[config.mk]
export PLATFORM = sky130hd
export DESIGN_NAME = mbinit_sb_msg_tx_flat
export DESIGN_NICKNAME = d
export VERILOG_FILES = /design/src/rtl/mbinit_sb_msg_tx_if.sv /design/src/rtl/mbinit_sb_msg_tx.sv /design/src/flat_wrapper.sv
export SDC_FILE = /design/constraint.sdc
export NUM_CORES = 1
export LEC_CHECK = 0
export CORE_ASPECT_RATIO = 0.8
export CORE_MARGIN = 1.5
export CORE_UTILIZATION = 50
export DETAILED_ROUTE_END_ITERATION = 10
export PLACE_DENSITY_LB_ADDON = 0.1
export SYNTH_ARGS = -nofsm -noshare
export SYNTH_HDL_FRONTEND = slang
export SYNTH_SLANG_ARGS = --single-unit
[constraint.sdc]
create_clock -name i_clk -period 2.27 [get_ports i_clk]
set_input_delay 0.454 -clock i_clk [delete_from_list [all_inputs] [get_ports i_clk]]
set_output_delay 0.454 -clock i_clk [all_outputs]
set_load 0.02 [all_outputs]
[src/rtl/mbinit_sb_msg_tx_if.sv]
// Sideband message transmitter bus: request side from the MBINIT FSM,
// serial frame and status side back to the FSM / sideband lane.
interface mbinit_sb_msg_tx_if #(
  parameter int SB_MSG_Width = 4
);
  logic                    i_tx_en;
  logic [SB_MSG_Width-1:0] i_encoded_SB_msg;
  logic                    i_msg_valid;
  logic                    o_sb_data;
  logic                    o_sb_data_valid;
  logic                    o_sb_busy;
  logic                    o_falling_edge_busy;
  logic                    o_overflow;
  logic [7:0]              o_tx_count;

  modport master (
    output i_tx_en,
    output i_encoded_SB_msg,
    output i_msg_valid,
    input  o_sb_data,
    input  o_sb_data_valid,
    input  o_sb_busy,
    input  o_falling_edge_busy,
    input  o_overflow,
    input  o_tx_count
  );

  modport slave (
    input  i_tx_en,
    input  i_encoded_SB_msg,
    input  i_msg_valid,
    output o_sb_data,
    output o_sb_data_valid,
    output o_sb_busy,
    output o_falling_edge_busy,
    output o_overflow,
    output o_tx_count
  );
endinterface

[src/rtl/mbinit_sb_msg_tx.sv]
// Serialises encoded MBINIT sideband messages into start/data/parity/stop
// frames, with a one-entry pending slot and an enforced idle gap.
module mbinit_sb_msg_tx #(
  parameter int SB_MSG_Width = 4,
  parameter int GAP_CYCLES   = 2
) (
  input logic                  i_clk,
  input logic                  i_rst,
  mbinit_sb_msg_tx_if.slave    sb
);

  localparam int FL = SB_MSG_Width + 3;
  localparam int BW = $clog2(FL);
  localparam int W  = SB_MSG_Width;

  localparam logic [BW-1:0] BIT_LAST = BW'(FL - 1);
  localparam logic [3:0]    GAP_LAST = 4'(GAP_CYCLES - 1);

  localparam logic [1:0] S_IDLE  = 2'd0;
  localparam logic [1:0] S_SHIFT = 2'd1;
  localparam logic [1:0] S_GAP   = 2'd2;

  logic [1:0]    state_q, state_d;
  logic [FL-1:0] sh_q, sh_d;
  logic [BW-1:0] bit_q, bit_d;
  logic [3:0]    gap_q, gap_d;
  logic          pv_q, pv_d;
  logic [W-1:0]  pm_q, pm_d;
  logic [W-1:0]  last_q, last_d;
  logic          prev_q, prev_d;
  logic          ovf_q, ovf_d;
  logic [7:0]    cnt_q, cnt_d;

  logic          req;
  logic [W-1:0]  msg;

  function automatic logic [FL-1:0] mk_frame(
    input logic [W-1:0] m
  );
    return {1'b1, m, ^m, 1'b0};
  endfunction

  assign msg = sb.i_encoded_SB_msg;

  // Level-valid is turned into discrete requests: rising valid or new payload
  assign req = sb.i_tx_en & sb.i_msg_valid &
               (~prev_q | (msg != last_q));

  always_comb begin
    state_d = state_q;
    sh_d    = sh_q;
    bit_d   = bit_q;
    gap_d   = gap_q;
    pv_d    = pv_q & sb.i_tx_en;
    pm_d    = pm_q;
    ovf_d   = ovf_q;
    cnt_d   = cnt_q;
    last_d  = req ? msg : last_q;
    prev_d  = sb.i_msg_valid;

    unique case (state_q)
      S_IDLE: begin
        if (req) begin
          state_d = S_SHIFT;
          sh_d    = mk_frame(msg);
          bit_d   = '0;
        end
      end

      S_SHIFT: begin
        sh_d  = {sh_q[FL-2:0], 1'b0};
        bit_d = bit_q + 1'b1;
        if (bit_q == BIT_LAST) begin
          state_d = S_GAP;
          gap_d   = '0;
          cnt_d   = cnt_q + 8'd1;
        end
        if (req) begin
          if (!pv_q) begin
            pv_d = 1'b1;
            pm_d = msg;
          end else begin
            ovf_d = 1'b1;
          end
        end
      end

      S_GAP: begin
        gap_d = gap_q + 4'd1;
        if (gap_q == GAP_LAST) begin
          // Pending wins; a same-cycle request refills the freed slot
          if (pv_q && sb.i_tx_en) begin
            state_d = S_SHIFT;
            sh_d    = mk_frame(pm_q);
            bit_d   = '0;
            pv_d    = req;
            if (req) pm_d = msg;
          end else if (req) begin
            state_d = S_SHIFT;
            sh_d    = mk_frame(msg);
            bit_d   = '0;
          end else begin
            state_d = S_IDLE;
          end
        end else if (req) begin
          if (!pv_q) begin
            pv_d = 1'b1;
            pm_d = msg;
          end else begin
            ovf_d = 1'b1;
          end
        end
      end

      default: begin
        state_d = S_IDLE;
        pv_d    = 1'b0;
      end
    endcase
  end

  always_ff @(posedge i_clk or posedge i_rst) begin
    if (i_rst) begin
      state_q <= S_IDLE;
      sh_q    <= '0;
      bit_q   <= '0;
      gap_q   <= '0;
      pv_q    <= 1'b0;
      pm_q    <= '0;
      last_q  <= '0;
      prev_q  <= 1'b0;
      ovf_q   <= 1'b0;
      cnt_q   <= '0;
    end else begin
      state_q <= state_d;
      sh_q    <= sh_d;
      bit_q   <= bit_d;
      gap_q   <= gap_d;
      pv_q    <= pv_d;
      pm_q    <= pm_d;
      last_q  <= last_d;
      prev_q  <= prev_d;
      ovf_q   <= ovf_d;
      cnt_q   <= cnt_d;
    end
  end

  assign sb.o_sb_busy           = (state_q == S_SHIFT);
  assign sb.o_sb_data_valid     = (state_q == S_SHIFT);
  assign sb.o_sb_data           = (state_q == S_SHIFT) & sh_q[FL-1];
  assign sb.o_falling_edge_busy = (state_q == S_GAP) & (gap_q == 4'd0);
  assign sb.o_overflow          = ovf_q;
  assign sb.o_tx_count          = cnt_q;

endmodule

[src/flat_wrapper.sv]
// flat-port wrapper written by rule: the top's interface ports become plain ports
module mbinit_sb_msg_tx_flat 
#(
  parameter int SB_MSG_Width = 4,
  parameter int GAP_CYCLES   = 2
)
  (i_clk, i_rst, sb_i_tx_en, sb_i_encoded_SB_msg, sb_i_msg_valid, sb_o_sb_data, sb_o_sb_data_valid, sb_o_sb_busy, sb_o_falling_edge_busy, sb_o_overflow, sb_o_tx_count);
  mbinit_sb_msg_tx_if #(.SB_MSG_Width(SB_MSG_Width)) sb_i ();
  input logic i_clk;
  input logic i_rst;
  input wire logic [$bits(sb_i.i_tx_en)-1:0] sb_i_tx_en;
  input wire logic [$bits(sb_i.i_encoded_SB_msg)-1:0] sb_i_encoded_SB_msg;
  input wire logic [$bits(sb_i.i_msg_valid)-1:0] sb_i_msg_valid;
  output wire logic [$bits(sb_i.o_sb_data)-1:0] sb_o_sb_data;
  output wire logic [$bits(sb_i.o_sb_data_valid)-1:0] sb_o_sb_data_valid;
  output wire logic [$bits(sb_i.o_sb_busy)-1:0] sb_o_sb_busy;
  output wire logic [$bits(sb_i.o_falling_edge_busy)-1:0] sb_o_falling_edge_busy;
  output wire logic [$bits(sb_i.o_overflow)-1:0] sb_o_overflow;
  output wire logic [$bits(sb_i.o_tx_count)-1:0] sb_o_tx_count;
  assign sb_i.i_tx_en = sb_i_tx_en;
  assign sb_i.i_encoded_SB_msg = sb_i_encoded_SB_msg;
  assign sb_i.i_msg_valid = sb_i_msg_valid;
  assign sb_o_sb_data = sb_i.o_sb_data;
  assign sb_o_sb_data_valid = sb_i.o_sb_data_valid;
  assign sb_o_sb_busy = sb_i.o_sb_busy;
  assign sb_o_falling_edge_busy = sb_i.o_falling_edge_busy;
  assign sb_o_overflow = sb_i.o_overflow;
  assign sb_o_tx_count = sb_i.o_tx_count;
  mbinit_sb_msg_tx #(.SB_MSG_Width(SB_MSG_Width), .GAP_CYCLES(GAP_CYCLES)) u_core (.i_clk(i_clk), .i_rst(i_rst), .sb(sb_i));
endmodule
==> run_results.csv, run 1 <==
group,metric,value,unit
outcome,status,"complete, no violations",
cts,worstSkewPairLatency,0.30,ns
power,vdd_drop_max,0.000489,V
grt,grt_pass1_vias,1422,
sta,worstMarginPinSlew,0.447,ns
sta,fin_crit_sh,95.8,%
synth,yosysSeqAreaShare,45.2,%
placed_design,portBuffers,20,
grt,grt_max_degree,36,
synth,ys_warn_count,0,
floorplanning,die_x,72.6,um
floorplanning,die_area,0.00426,mm^2
floorplanning,die_h,58.7,um
cts,cts_hold_buffers,0,
route,drc_errors,0,
critical_path,arrival,1.72,ns
cts,root_buffer,"clkbuf_8",
floorplanning,ios,21,
placed_design,post-dp-hpwl,2.88,mm
synth,synth_seq_cells,35,
placed_design,globalplace.congestion,0.832,
synth,avgSynthCellArea,10.8,um^2
route,wire_per_inst,15.6,um
synth,yosys.area.top_type,"dfrtp_1",
critical_path,crit_path_end_kind,"primary output",
grt,grt_usage,22.0,%
synth,synth_cells,180,
final_layout,area_growth_syn_to_layout,22.0,%
sta,maxSlewViolCount,0,
route,drt_iter0_markers,75,
placed_design,placed_area,0.00225,mm^2
synth,async_reset_ff_share,100,%
final_layout,nets,231,
power,report.power.total,2.28,mW
route,route.vias.total,1466,
floorplanning,core,0.00375,mm^2
power,p_leak,1.05,nW
cts,h-tree-depth,2,
cts,cts_tree,"built",
sta,max_slew_margin,69.9,%
final_layout,seqCellArea,876,um^2
route,final_antenna_net_count,0,
synth,syn_area,0.00194,mm^2
cts,cts_sinks,35,
synth,syn-num-nets,198,
floorplanning,start_util,51.6,%
sta,max_clock_freq,460,MHz
sta,setup_tns,0,ns
cts,clk_pin_slew,0.08,ns
sta,setup_violations,0,
synth,synth_edf_count,0,
final_layout,antenna_cells,0,
critical_path,cp-start-kind,"register",
min_path,hp-class,"register to register",
grt,antenna_found_initial,0,
sta,period_minus_slack,2.17,ns
power,power-per-cell-area,963,mW/mm^2
route,drt_pass1_iterations,4,
synth,synth.distinct_cells,46,
critical_path,critical_path_class,"register to primary output",
synth,synth_area_leaders,"dfrtp_1, ha_1, xnor2_1, a221o_1, mux2_4",
critical_path,cp.required,1.82,ns
cts,cts_buffers,5,
final_layout,drive_gt1_share,18.7,%
final_layout,nFillCells,307,
sta,rsz0062_at_grt,"false",
sta,hold_viol_final,0,
cts,cts_resized,4,
critical_path,path_max_fanout,7,
cts,cts_setup_buffers,0,
floorplanning,rows,20,
route,avgViaCountPerCell,5.68,
synth,ys.flop_type,"dfrtp_1",
cts,clockBufferDepth,2,
grt,grt.overflow.total,0,
final_layout,multi_input_area,987,um^2
final_layout,finalInstanceArea,0.00236,mm^2
grt,grt_pass1_wl,7.00,mm
flow_run,drv_cap,0,
route,routed_wl,4.02,mm
sta,clock_skew,0.00522,ns
synth,yosys.area.top_type_share,45.2,%
state kept, by name, summed over array words and instances (netlist names):
name,count
u_core.bit_q,3
u_core.gap_q,4
u_core.last_q,4
u_core.pm_q,4
u_core.prev_q,1
u_core.pv_q,1
u_core.sb.o_overflow,1
u_core.sb.o_tx_count,8
u_core.sh_q,7
u_core.state_q,2
worst paths after layout:
check	depth (start not counted)	endpoint	start	slack, ns
max in group asynchronous	3	u_core.pv_q	i_rst	1.40
worst min-delay path	1	u_core.sb.o_tx_count[7]	u_core.sb.o_tx_count[7]	0.47
worst max register to register	7	u_core.sh_q[2]	u_core.state_q[0]	0.17
min in group asynchronous	3	u_core.pm_q[1]	i_rst	0.55
worst min register to register	1	u_core.sb.o_tx_count[7]	u_core.sb.o_tx_count[7]	0.47
worst max-delay path	3	sb_o_sb_data_valid	u_core.state_q[1]	0.1
metrics by stage:
stage               utilization, %  instances  worst slack (ns)  hold slack (ns)
floorplan                        -        180             0.412            0.454
finish                        63.0        258            0.0953            0.468
detailed placement            59.9        250            0.0680            0.462
CTS                           63.0        258            0.0956            0.477
global placement              59.9        250             0.136            0.466
global route                  63.0        258            0.0244            0.483
placed cells by master, fill, tap and decap left out, drive strengths merged, types with 3 or more instances in the layout:
master         netlist  layout
a21oi                6       6
a221o                6       6
a22oi                6       6
buf                  5      12
clkbuf               1       5
clkdlybuf4s50        0      18
clkinv               1       3
dfrtp               35      35
ha                  10      10
inv                 11      11
mux2                 9       9
nand2               13      13
nand3                8       8
nor2                10      10
nor3                 3       3
o211ai               3       3
o21ai               10      10
xnor2               13      13
xor2                 5       5
logic make-up (layout without fill, tap and decap cells):
kind of cell | count (synthesis) | in the layout | share of synthesized area (%)
and+or+nand+nor | 44 | 44 | 11.8
muxes | 9 | 9 | 6.01
adders and majority gates | 10 | 10 | 6.46
AOI/OAI and AO/OA | 46 | 46 | 18.3
buffers and inverters | 18 | 52 | 4.07
xor gates and xnor gates | 18 | 18 | 8.14
DFF | 35 | 35 | 45.2
cell usage after synthesis (4+ instances only):
| library cell | instances |
|---|---|
| mux2_4 | 4 |
| inv_1 | 11 |
| xnor2_1 | 13 |
| xor2_1 | 5 |
| a221o_1 | 6 |
| nand2_1 | 12 |
| a22oi_1 | 6 |
| nand3_1 | 7 |
| ha_1 | 10 |
| nor2_1 | 10 |
| mux2_2 | 5 |
| dfrtp_1 | 35 |
| o21ai_0 | 10 |
| a21oi_1 | 5 |
final cells by class:
class | instances | area share (%)
multi-input combinational | 127 | 41.8
sequential | 35 | 37.1
timing repair buffer | 32 | 12.2
clock buffer | 5 | 2.91
tap | 44 | 2.33
inverter | 12 | 1.91
clock inverter | 3 | 1.85
where the power goes:
group / switching [mW] / leakage (nW) / internal (mW)
combinational: 0.409 / 0.536 / 0.406
clock: 0.245 / 0.0581 / 0.327
sequential: 0.130 / 0.459 / 0.761
total: 0.784 / 1.05 / 1.49
metal layers:
metal | wire, um | global-route usage, %
met3 | 176 | 5.14
met4 | 64 | 8.09
met2 | 1800 | 32.8
met5 | 0 | 0
met1 | 1980 | 31.5
critical path, cell delays in order (launching register included):
cell             delay [ns]
dfrtp_1                0.42
inv_1                  0.11
ha_2                   0.26
clkdlybuf4s50_1        0.63
Note: power is estimated with default switching activity, not from simulation.
==> run 2: changes to the inputs <==
--- a/config.mk
+++ b/config.mk
@@ -9,7 +9,8 @@
 export CORE_MARGIN = 1.5
 export CORE_UTILIZATION = 50
 export DETAILED_ROUTE_END_ITERATION = 10
-export PLACE_DENSITY_LB_ADDON = 0.1
+export HOLD_SLACK_MARGIN = 0.1
+export PLACE_DENSITY = 0.72
 export SYNTH_ARGS = -nofsm -noshare
 export SYNTH_HDL_FRONTEND = slang
 export SYNTH_SLANG_ARGS = --single-unit
==> run 2 against run 1 <==
Sequential share of layout area down 0.43 points; critical path depth up 3; via count up 1.6%; non-clock buffer count down 1; wire length down 1.3%; flip-flop and latch count unchanged; count of clock-buffer cells in the layout up 1; worst hold slack better by 0.0031 ns; worst setup slack better by 0.042 ns; clock power up 16%; fmax up 2.0%; critical endpoint is now u_core.sh_q[5].
==> run_results.csv, run 2 (synthesis gave the netlist of run 1 again) <==
group,metric,value,unit
cts,cts_tree,"built",
cts,clk_pin_slew,0.07,ns
sta,hold_viol_final,0,
critical_path,cpPeakStageDelay,0.44,ns
route,drt_pass1_iterations,5,
grt,antenna_found_initial,0,
power,power-per-cell-area,987,mW/mm^2
critical_path,cp-start-kind,"register",
sta,rsz0062_at_grt,"false",
floorplanning,ios,21,
floorplanning,start_util,51.6,%
power,p_leak,1.08,nW
sta,worstMarginPinSlew,0.443,ns
final_layout,largest_register_ffs,8,
route,drt_iter0_markers,130,
critical_path,cp_cell_sequence,"inv_1 -> ha_1 -> clkinv_1 -> o211ai_1 -> o211ai_2 -> a221o_1",
route,route.vias.total,1490,
flow_run,drv_cap,0,
outcome,status,"complete, no violations",
floorplanning,die_area,0.00426,mm^2
placed_design,dp_slack,0.0805,ns
floorplanning,die_h,58.7,um
power,vdd_drop_max,0.000618,V
placed_design,portBuffers,20,
grt,grt.overflow.total,0,
sta,fin_ws,0.138,ns
critical_path,critical_path_class,"register to register",
floorplanning,rows,20,
final_layout,antenna_cells,0,
floorplanning,core,0.00375,mm^2
grt,grt_pass1_wl,6.91,mm
final_layout,final_cell_mix,"dfrtp_1, clkdlybuf4s50_1, xnor2_1, nand2_1",
critical_path,cpMaxStageDelayCell,"dfrtp_1",
critical_path,crit_path_end_kind,"register",
final_layout,drive_gt1_share,17.8,%
sta,period_minus_slack,2.13,ns
critical_path,cp.required,2.45,ns
cts,cts_setup_buffers,0,
route,drc_errors,0,
sta,clock_skew,0.00802,ns
final_layout,final_common_cell,"dfrtp_1",
critical_path,path_buf_inv,2,
final_layout,area_growth_syn_to_layout,23.4,%
placed_design,globalplace.congestion,0.818,
final_layout,nFillCells,279,
sta,setup_violations,0,
cts,h-tree-depth,2,
critical_path,path_max_fanout,9,
sta,setup_tns,0,ns
cts,root_buffer,"clkbuf_8",
cts,cts_sinks,35,
critical_path,cpLargestDelayFamily,"compound AO/OA/AOI/OAI gates",
grt,grt_usage,21.5,%
cts,clockBufferDepth,2,
route,routed_wl,3.96,mm
sta,max_clock_freq,469,MHz
min_path,hp-class,"register to register",
route,final_antenna_net_count,0,
sta,max_slew_margin,70.2,%
grt,grt_pass1_vias,1465,
route,wire_per_inst,15.4,um
cts,cts_buffers,5,
placed_design,post-dp-hpwl,2.89,mm
cts,worstSkewPairLatency,0.29,ns
cts,cts_hold_buffers,0,
critical_path,r2r_slack,0.14,ns
sta,maxSlewViolCount,0,
sta,fin_crit_sh,93.9,%
grt,grt_max_degree,36,
floorplanning,die_x,72.6,um
critical_path,arrival,2.31,ns
route,avgViaCountPerCell,5.80,
final_layout,nets,230,
[run 2: worst reg2reg max path, delay by kind of cell (launching register included)]
kind | cells | cell delay (ns)
adders and majority gates | 1 | 0.30
AOI/OAI and AO/OA | 3 | 0.93
DFF | 1 | 0.44
buffers and inverters | 2 | 0.35
[run 2: metrics by stage]
step / power (mW) / util, % / cell area (um^2) / hold slack (ns) / std cells
after floorplan: 1.44 / - / 1940 / 0.454 / 180
after global placement: 1.65 / 59.7 / 2240 / 0.460 / 249
after detailed placement: 1.69 / 59.7 / 2240 / 0.464 / 249
after CTS: 2.37 / 63.6 / 2390 / 0.477 / 257
after global routing: 2.50 / 63.7 / 2390 / 0.502 / 257
final: 2.36 / 63.7 / 2390 / 0.471 / 257
[run 2: area by class of cell]
type,instances,area [um^2],share of cell area [%]
timing repair buffer,31,285,11.9
multi-input combinational,127,997,41.7
inverter,12,45.0,1.88
clock inverter,2,60.1,2.51
sequential,35,876,36.6
clock buffer,6,72.6,3.04
tap,44,55.1,2.30
[run 2: routing by layer]
layer	up-vias	track usage [%]	routed length (um)
met5	-	0	0
met4	0	8.09	94
met3	14	6.85	222
met2	57	33.0	1730
met1	714	28.7	1910
li1	705	-	-
[run 2: repair_timing]
action,in CTS,in global routing
gates resized for setup,5,3
setup endpoints to repair,4,7
pin swaps,0,0
[run 2: worst paths after layout]
check,from,end,cells past startpoint
worst max-delay path,u_core.state_q[0],u_core.sh_q[5],6
worst min-delay path,u_core.sb.o_tx_count[7],u_core.sb.o_tx_count[7],1
worst max register to register,u_core.state_q[0],u_core.sh_q[5],6
worst min register to register,u_core.sb.o_tx_count[7],u_core.sb.o_tx_count[7],1
max in group asynchronous,i_rst,u_core.prev_q,3
min in group asynchronous,i_rst,u_core.bit_q[0],3
[run 2: report_power, final]
part | switching (mW) | total (mW) | internal [mW] | leakage, nW
combinational | 0.413 | 0.806 | 0.393 | 0.555
sequential | 0.128 | 0.890 | 0.761 | 0.459
clock | 0.227 | 0.666 | 0.439 | 0.0654
total | 0.768 | 2.36 | 1.59 | 1.08
